### src/rtl/jk_driver.sv
// Drives a downstream JK flip-flop with {J,K} = op for cmd_len+1 cycles.
// It models the expected Q, then compares that model against the fed-back Q for one CHECK cycle.
module jk_driver #(
  parameter int LEN_W = 4
) (
  input  logic             clk,
  input  logic             rst_n,
  input  logic             cmd_valid,
  output logic             cmd_ready,
  input  logic [1:0]       cmd_op,
  input  logic [LEN_W-1:0] cmd_len,
  input  logic             q_fb,
  output logic             J,
  output logic             K,
  output logic             busy,
  output logic             done,
  output logic             mismatch,
  output logic             err,
  output logic             exp_q
);

  typedef enum logic [1:0] {
    IDLE  = 2'd0,
    DRIVE = 2'd1,
    CHECK = 2'd2
  } state_t;

  localparam logic [LEN_W-1:0] CNT_ONE = {{(LEN_W-1){1'b0}}, 1'b1};

  state_t           r_state;
  state_t           w_next_state;
  logic [1:0]       r_op;
  logic [LEN_W-1:0] r_cnt;
  logic             r_j;
  logic             r_k;
  logic             r_exp;
  logic             r_err;
  logic             w_accept;
  logic             w_last;
  logic             w_exp_next;

  always_ff @(posedge clk) begin
    if (!rst_n) r_state <= IDLE;
    else        r_state <= w_next_state;
  end

  always_comb begin
    w_next_state = r_state;
    w_accept     = 1'b0;
    w_last       = 1'b0;
    case (r_state)
      IDLE: begin
        if (cmd_valid) begin
          w_accept     = 1'b1;
          w_next_state = DRIVE;
        end
      end
      DRIVE: begin
        if (r_cnt == '0) begin
          w_last       = 1'b1;
          w_next_state = CHECK;
        end
      end
      CHECK:   w_next_state = IDLE;
      default: w_next_state = IDLE;
    endcase
  end

  // Expected Q after one more clock of the downstream flip-flop under the latched op.
  always_comb begin
    w_exp_next = r_exp;
    case (r_op)
      2'b00:   w_exp_next = r_exp;
      2'b01:   w_exp_next = 1'b0;
      2'b10:   w_exp_next = 1'b1;
      default: w_exp_next = ~r_exp;
    endcase
  end

  always_ff @(posedge clk) begin
    if (!rst_n) begin
      r_op  <= 2'b00;
      r_cnt <= '0;
      r_j   <= 1'b0;
      r_k   <= 1'b0;
      r_exp <= 1'b0;
      r_err <= 1'b0;
    end else begin
      case (r_state)
        IDLE: begin
          if (w_accept) begin
            r_op       <= cmd_op;
            r_cnt      <= cmd_len;
            r_exp      <= q_fb;
            r_err      <= 1'b0;
            {r_j, r_k} <= cmd_op;
          end
        end
        DRIVE: begin
          r_exp <= w_exp_next;
          if (w_last) {r_j, r_k} <= 2'b00;
          else        r_cnt      <= r_cnt - CNT_ONE;
        end
        CHECK: begin
          if (mismatch) r_err <= 1'b1;
        end
        default: begin
          {r_j, r_k} <= 2'b00;
        end
      endcase
    end
  end

  assign cmd_ready = (r_state == IDLE) & rst_n;
  assign busy      = (r_state == DRIVE) | (r_state == CHECK);
  assign done      = (r_state == CHECK);
  assign mismatch  = done & (q_fb != r_exp);
  assign J         = r_j;
  assign K         = r_k;
  assign err       = r_err;
  assign exp_q     = r_exp;

endmodule

### config.mk
export PLATFORM = sky130hd
export DESIGN_NAME = jk_driver
export DESIGN_NICKNAME = d
export VERILOG_FILES = /design/src/rtl/jk_driver.sv
export SDC_FILE = /design/constraint.sdc
export NUM_CORES = 1
export LEC_CHECK = 0
export CAP_MARGIN = 10
export CORE_MARGIN = 2
export CORE_UTILIZATION = 48
export DETAILED_ROUTE_END_ITERATION = 10
export GPL_ROUTABILITY_DRIVEN = 0
export GPL_TIMING_DRIVEN = 0
export PLACE_DENSITY = 0.74
export SYNTH_ARGS = -nofsm -noshare
export SYNTH_HDL_FRONTEND = slang
export SYNTH_SLANG_ARGS = --single-unit
### constraint.sdc
create_clock -name clk -period 2 [get_ports clk]
set_clock_uncertainty 0.1 [all_clocks]
set_input_delay 0.4 -clock clk [delete_from_list [all_inputs] [get_ports clk]]
set_output_delay 0.4 -clock clk [all_outputs]
set_load 0.05 [all_outputs]
==> run_results.csv, run 1 <==
group,metric,value,unit
outcome,status,"complete, no violations",
detailed_routing,wl_per_cell,12.1,µm
placement,dpl-instance-area,962,µm²
worst_hold_path,worstHoldPathType,"reg2reg",
placement,post-place-ws,-0.792,ns
detailed_routing,vias,636,
timing,holdWs,0.362,ns
clock_tree,cts_tree,"done",
synthesis,synth_top_family_by_area,"compound AO/OA/AOI/OAI gates",
clock_tree,clock-sinks,12,
worst_hold_path,worstHoldEndpoint,"K",
run,max_cap_viol_count,0,
critical_path,crit_family,"buffers and inverters",
critical_path,r2r-start,"r_state[0]",
pwr,p_per_area,1650,mW/mm²
detailed_routing,drt_iter0_drc,5,
worst_hold_path,whs_path_depth,2,
die,die_y,44.1,µm
placement,port_buffers,17,
grt,grt_pass1_vias,614,
clock_tree,max-clock-path-buffers,2,
detailed_routing,wl,1480,µm
die,rows,14,
die,core_area,0.00151,mm²
die,die_w,44.1,µm
placement,dp.final_hpwl,1170,µm
synthesis,synth_edf_count,0,
pwr,irDropWorstVdd,0.00124,V
synthesis,synth-async-reset-ratio,0,%
critical_path,path_depth,4,
synthesis,yosys.area_share.simple,18.8,%
synthesis,synth-seq-area-share,31.1,%
critical_path,ff2ff_setup_slack,0.27,ns
worst_hold_path,worstHoldStart,"K",
synthesis,syn-num-nets,105,
timing,finalMaxSlewViolations,0,
timing,setup_viol,0,
critical_path,crit_slowest_cell,"clkdlybuf4s50_1",
synthesis,ys_ff_latch,12,
clock_tree,clk_pin_slew,0.07,ns
synthesis,ys_types,32,
timing,slew_headroom,66.8,%
die,dieArea,0.00195,mm²
grt,grt_start_max_net_pins,11,
die,start_util,51.2,%
critical_path,worstRegToRegCells,7,
pwr,leakage,0.428,nW
critical_path,worstPathRequired,1.50,ns
synthesis,synthMuxAreaShare,6.97,%
finish,mostFrequentLayoutCell,"dfxtp_1",
synthesis,synth_compound_area_share,20.9,%
timing,period_minus_slack,1.96,ns
synthesis,synth_ff_type,"dfxtp_1",
finish,fin_nets,127,
synthesis,synth_area,772,µm²
critical_path,path_cells,"clkdlybuf4s50_1 -> xor2_1 -> and2_1 -> buf_4",
detailed_routing,vias_per_cell,5.17,
grt,track_usage,18.1,%
synthesis,synthCells,87,
timing,worst_slack,0.0413,ns
finish,layout_common_cells,"12 x dfxtp_1, 11 x clkdlybuf4s50_1, 9 x inv_1",
detailed_routing,ant_nets,0,
timing,hold_viol_final,0,
timing,period_share,97.9,%
critical_path,endpoint_kind,"output pin",
grt,grt_pass1_wl,2550,µm
critical_path,cp_max_fo,2,
clock_tree,clk_latency,0.27,ns
critical_path,cp_data_arrival_time,1.46,ns
critical_path,critPathKind,"in2out",
clock_tree,cts_buffers,3,
detailed_routing,drc,0,
synthesis,syn_area_per_cell,8.87,µm²
clock_tree,ctsRootBufferMaster,"clkbuf_4",
clock_tree,cts-htree-levels,1,
finish,drive_above_1_share,15.0,%
finish,n_antenna_cell,0,
finish,fin_area,993,µm²
critical_path,cp-start-kind,"input pin",
finish,final_cells,123,
timing,clock.fmax,0.511,GHz
timing,rsz0062_at_grt,"no",
die,io_pins,18,
grt,grt_overflow,0,
placement,placed_cells,120,
pwr,finalPower,1.64,mW
synthesis,synth_xor_area_share,2.27,%
timing,tightestPinTransition,0.497,ns
clock_tree,cts_setup_buffers,0,
critical_path,crit_buf_inv,2,
critical_path,r2r_end,"r_cnt[0]",
clock_tree,postCtsHoldBufs,0,
finish,area_growth,28.7,%
grt,antenna_found_initial,0,
synthesis,synth_warnings,0,
synthesis,synthAdderAreaFrac,13.0,%
critical_path,critical-path-max-stage-delay,0.49,ns
detailed_routing,drt_pass1_iterations,4,
## logic make-up after synthesis
family	Yosys count
buf+inv	12
mux	5
xor+xnor	2
flops	12
simple gates	26
fa+ha+maj	8
compound gates	22
## repair_timing
action | in CTS | in global routing
resized for setup | 22 | 1
setup endpoints to repair | 5 | 1
pin swaps | 0 | 0
## cell type report
type | instances | area (µm²)
Fill cell | 134 | 513
Multi-Input combinational cell | 63 | 478
Sequential cell | 12 | 240
Timing Repair Buffer | 17 | 169
Inverter | 9 | 33.8
Buffer | 3 | 30.0
Clock buffer | 3 | 22.5
Tap cell | 16 | 20.0
## per-stage QoR
| step | utilization, % | TNS (ns) |
|---|---|---|
| after floorplan | - | 0 |
| final | 65.9 | 0 |
| after detailed placement | 63.9 | -1.37 |
| after CTS | 65.8 | 0 |
| after global placement | 63.9 | -1.37 |
| after global routing | 65.9 | 0 |
## flip-flops by register name (all words and copies together) (netlist names)
| register | cells |
|---|---|
| r_state | 2 |
| err | 1 |
| J | 1 |
| exp_q | 1 |
| r_op | 2 |
| r_cnt | 4 |
| K | 1 |
## where the power goes
group          internal [mW]  total (mW)  switching (mW)
registers              0.327       0.402          0.0750
clock network         0.0697       0.151          0.0810
logic                  0.448        1.09           0.638
## per-layer routing
metal,part of all wire (%),up-vias,GRT usage (%)
met5,0,-,0
met1,47,285,20.9
met4,0.74,0,6.06
met3,4.2,2,7.35
li1,-,339,-
met2,48,10,30.3
## worst reg2reg max path: cells and delay by family (launching register included)
| kind | cells | cell delay, ns |
|---|---|---|
| AO/OA/AOI/OAI | 3 | 0.55 |
| multiplexers | 1 | 0.19 |
| flip-flops | 1 | 0.38 |
| adder cells (fa/ha/maj) | 1 | 0.21 |
| buffers and inverters | 2 | 0.24 |
## worst max path at each step
stage	startpoint	endpoint	slack (ns)
4_1_cts	rst_n	cmd_ready	0.01
6_report	q_fb	mismatch	0.04
3_5_place_dp	rst_n	cmd_ready	-0.79
2_1_floorplan	r_state[0]	mismatch	0.01
3_3_place_gp	rst_n	cmd_ready	-0.80
5_1_grt	r_state[0]	cmd_ready	0.02
## cells in the mapped netlist, types with 2 or more instances
master,count,share of area (%)
ha_1,8,13
a21boi_0,2,1.9
nand2b_1,2,1.6
mux2i_1,4,5.2
inv_1,9,4.4
o21ai_0,5,3.2
dfxtp_1,12,31
and2_1,2,1.6
a21oi_1,5,3.2
nand2_1,8,3.9
nor2_1,5,2.4
nand3_1,4,2.6
a211oi_1,2,1.9
No activity file was read; power rests on OpenSTA's default activity.
==> run 2, diff against run 1 <==
==> constraint.sdc (replaced) <==
create_clock -name clk -period 2 [get_ports clk]
set_clock_uncertainty 0.1 [all_clocks]
set_input_delay 0.2 -clock clk [delete_from_list [all_inputs] [get_ports clk]]
set_output_delay 0.2 -clock clk [all_outputs]
set_load 0.05 [all_outputs]
==> run_results.csv, run 2 (same netlist as run 1, synthesis figures left out) <==
group,metric,value,unit
critical_path,r2r-start,"r_state[0]",
die,start_util,51.2,%
critical_path,ff2ff_setup_slack,0.27,ns
pwr,leakage,0.417,nW
grt,grt_use_met1,21.4,%
critical_path,crit_start,"r_state[0]",
critical_path,worstRegToRegCells,7,
placement,post-place-ws,-0.392,ns
finish,area_growth,26.9,%
timing,rsz0062_at_grt,"no",
grt,grt_pass1_wl,2550,µm
timing,slew_headroom,66.8,%
finish,post-route-util,65.0,%
grt,grt_overflow,0,
finish,fin_nets,127,
detailed_routing,drt_iter0_drc,4,
detailed_routing,ant_nets,0,
outcome,status,"complete, no violations",
timing,setup_viol,0,
critical_path,crit_slowest_cell,"dfxtp_1",
grt,track_usage,18.1,%
clock_tree,ctsRootBufferMaster,"clkbuf_4",
pwr,p_per_area,1670,mW/mm²
detailed_routing,drt_pass1_iterations,4,
critical_path,cp-start-kind,"register",
grt,grt_util_met3,7.35,%
finish,largest_register,"r_cnt",
die,core_area,0.00151,mm²
critical_path,endpoint,"cmd_ready",
finish,drive_above_1_share,13.1,%
timing,clock.fmax,0.541,GHz
critical_path,r2r_end,"r_cnt[0]",
grt,grt-busiest-layer,"met2",
pwr,irDropWorstVdd,0.00122,V
worst_hold_path,whs_path_depth,2,
die,die_y,44.1,µm
clock_tree,clk_latency,0.27,ns
pwr,finalPower,1.63,mW
clock_tree,max-clock-path-buffers,2,
die,io_pins,18,
grt,grt_pass1_vias,616,
worst_hold_path,worstHoldPathType,"reg2reg",
finish,largestRegisters,"r_cnt: 4 flops, r_op: 2 flops, r_state: 2 flops",
timing,tightestPinTransition,0.497,ns
clock_tree,cts-htree-levels,1,
die,dieArea,0.00195,mm²
timing,setup-tns-final,0,ns
critical_path,worstPathRequired,1.70,ns
detailed_routing,wl,1480,µm
clock_tree,clk_pin_slew,0.07,ns
run,max_cap_viol_count,0,
detailed_routing,vias_per_cell,5.18,
critical_path,critPathKind,"reg2out",
clock_tree,postCtsHoldBufs,0,
grt,antenna_found_initial,0,
finish,layout_common_cells,"13 x clkdlybuf4s50_1, 12 x dfxtp_1, 9 x inv_1",
critical_path,path_cells,"inv_1 -> ha_1 -> buf_6 -> and2_1 -> clkdlybuf4s15_2",
timing,worst_slack,0.152,ns
grt,grt_start_max_net_pins,11,
finish,n_antenna_cell,0,
critical_path,cp_max_fo,9,
timing,period_minus_slack,1.85,ns
timing,hold_viol_final,0,
critical_path,critical-path-max-stage-delay,0.38,ns
timing,finalMaxSlewViolations,0,
critical_path,cp_data_arrival_time,1.55,ns
critical_path,endpoint_kind,"output pin",
detailed_routing,drc,0,
detailed_routing,vias,637,
finish,mostFrequentLayoutCell,"clkdlybuf4s50_1",
clock_tree,cts_buffers,3,
finish,largest_reg_flops,4,
die,die_w,44.1,µm
clock_tree,clock-sinks,12,
timing,period_share,92.4,%
placement,port_buffers,17,
grt,use_met2,29.7,%
clock_tree,cts_tree,"done",
detailed_routing,wl_per_cell,12.0,µm
die,rows,14,
placement,dp.final_hpwl,1170,µm
==> run 2: routing by layer <==
metal | vias to the layer above | routed length [µm] | part of all wire, %
li1 | 342 | - | -
met1 | 283 | 699 | 47
met2 | 10 | 711 | 48
met3 | 2 | 60 | 4.0
met4 | 0 | 11 | 0.74
met5 | - | 0 | 0
==> run 2: area by class of cell <==
cell class / count / area, µm²
Buffer: 3 / 21.3
Timing Repair Buffer: 17 / 164
Fill cell: 137 / 527
Sequential cell: 12 / 240
Multi-Input combinational cell: 63 / 478
Clock buffer: 3 / 22.5
Inverter: 9 / 33.8
Tap cell: 16 / 20.0
==> run 2: how the worst min path moves through the flow <==
stage | slack, ns | endpoint | startpoint
after floorplan | 0.25 | r_op[1] | cmd_op[1]
after global placement | 0.34 | K | K
after detailed placement | 0.35 | K | K
after CTS | 0.36 | K | K
after global routing | 0.39 | K | K
final | 0.36 | K | K
==> run 2: repair_timing <==
item | CTS | global route
buffers inserted | 0 | 0
setup endpoints to repair | 4 | 2
resized for setup | 6 | 4
gates cloned | 0 | 0
==> run 2: stage by stage <==
step | cell area (µm²) | hold slack, ns | std cells
after floorplan | 772 | 0.247 | 87
after global placement | 962 | 0.344 | 120
final | 980 | 0.362 | 123
after detailed placement | 962 | 0.346 | 120
after global routing | 980 | 0.388 | 123
after CTS | 982 | 0.362 | 123
==> run 2: power by group <==
group,switching (mW),internal [mW],total [mW]
Sequential,0.0755,0.327,0.402
Clock,0.0808,0.0697,0.151
Combinational,0.637,0.441,1.08
==> run 2: critical path: cells and delay by family (launching register included) <==
family / cells / cell delay, ns
adder cells (fa/ha/maj): 1 / 0.21
buffers and inverters: 3 / 0.56
flip-flops: 1 / 0.38
AND/OR/NAND/NOR: 1 / 0.13
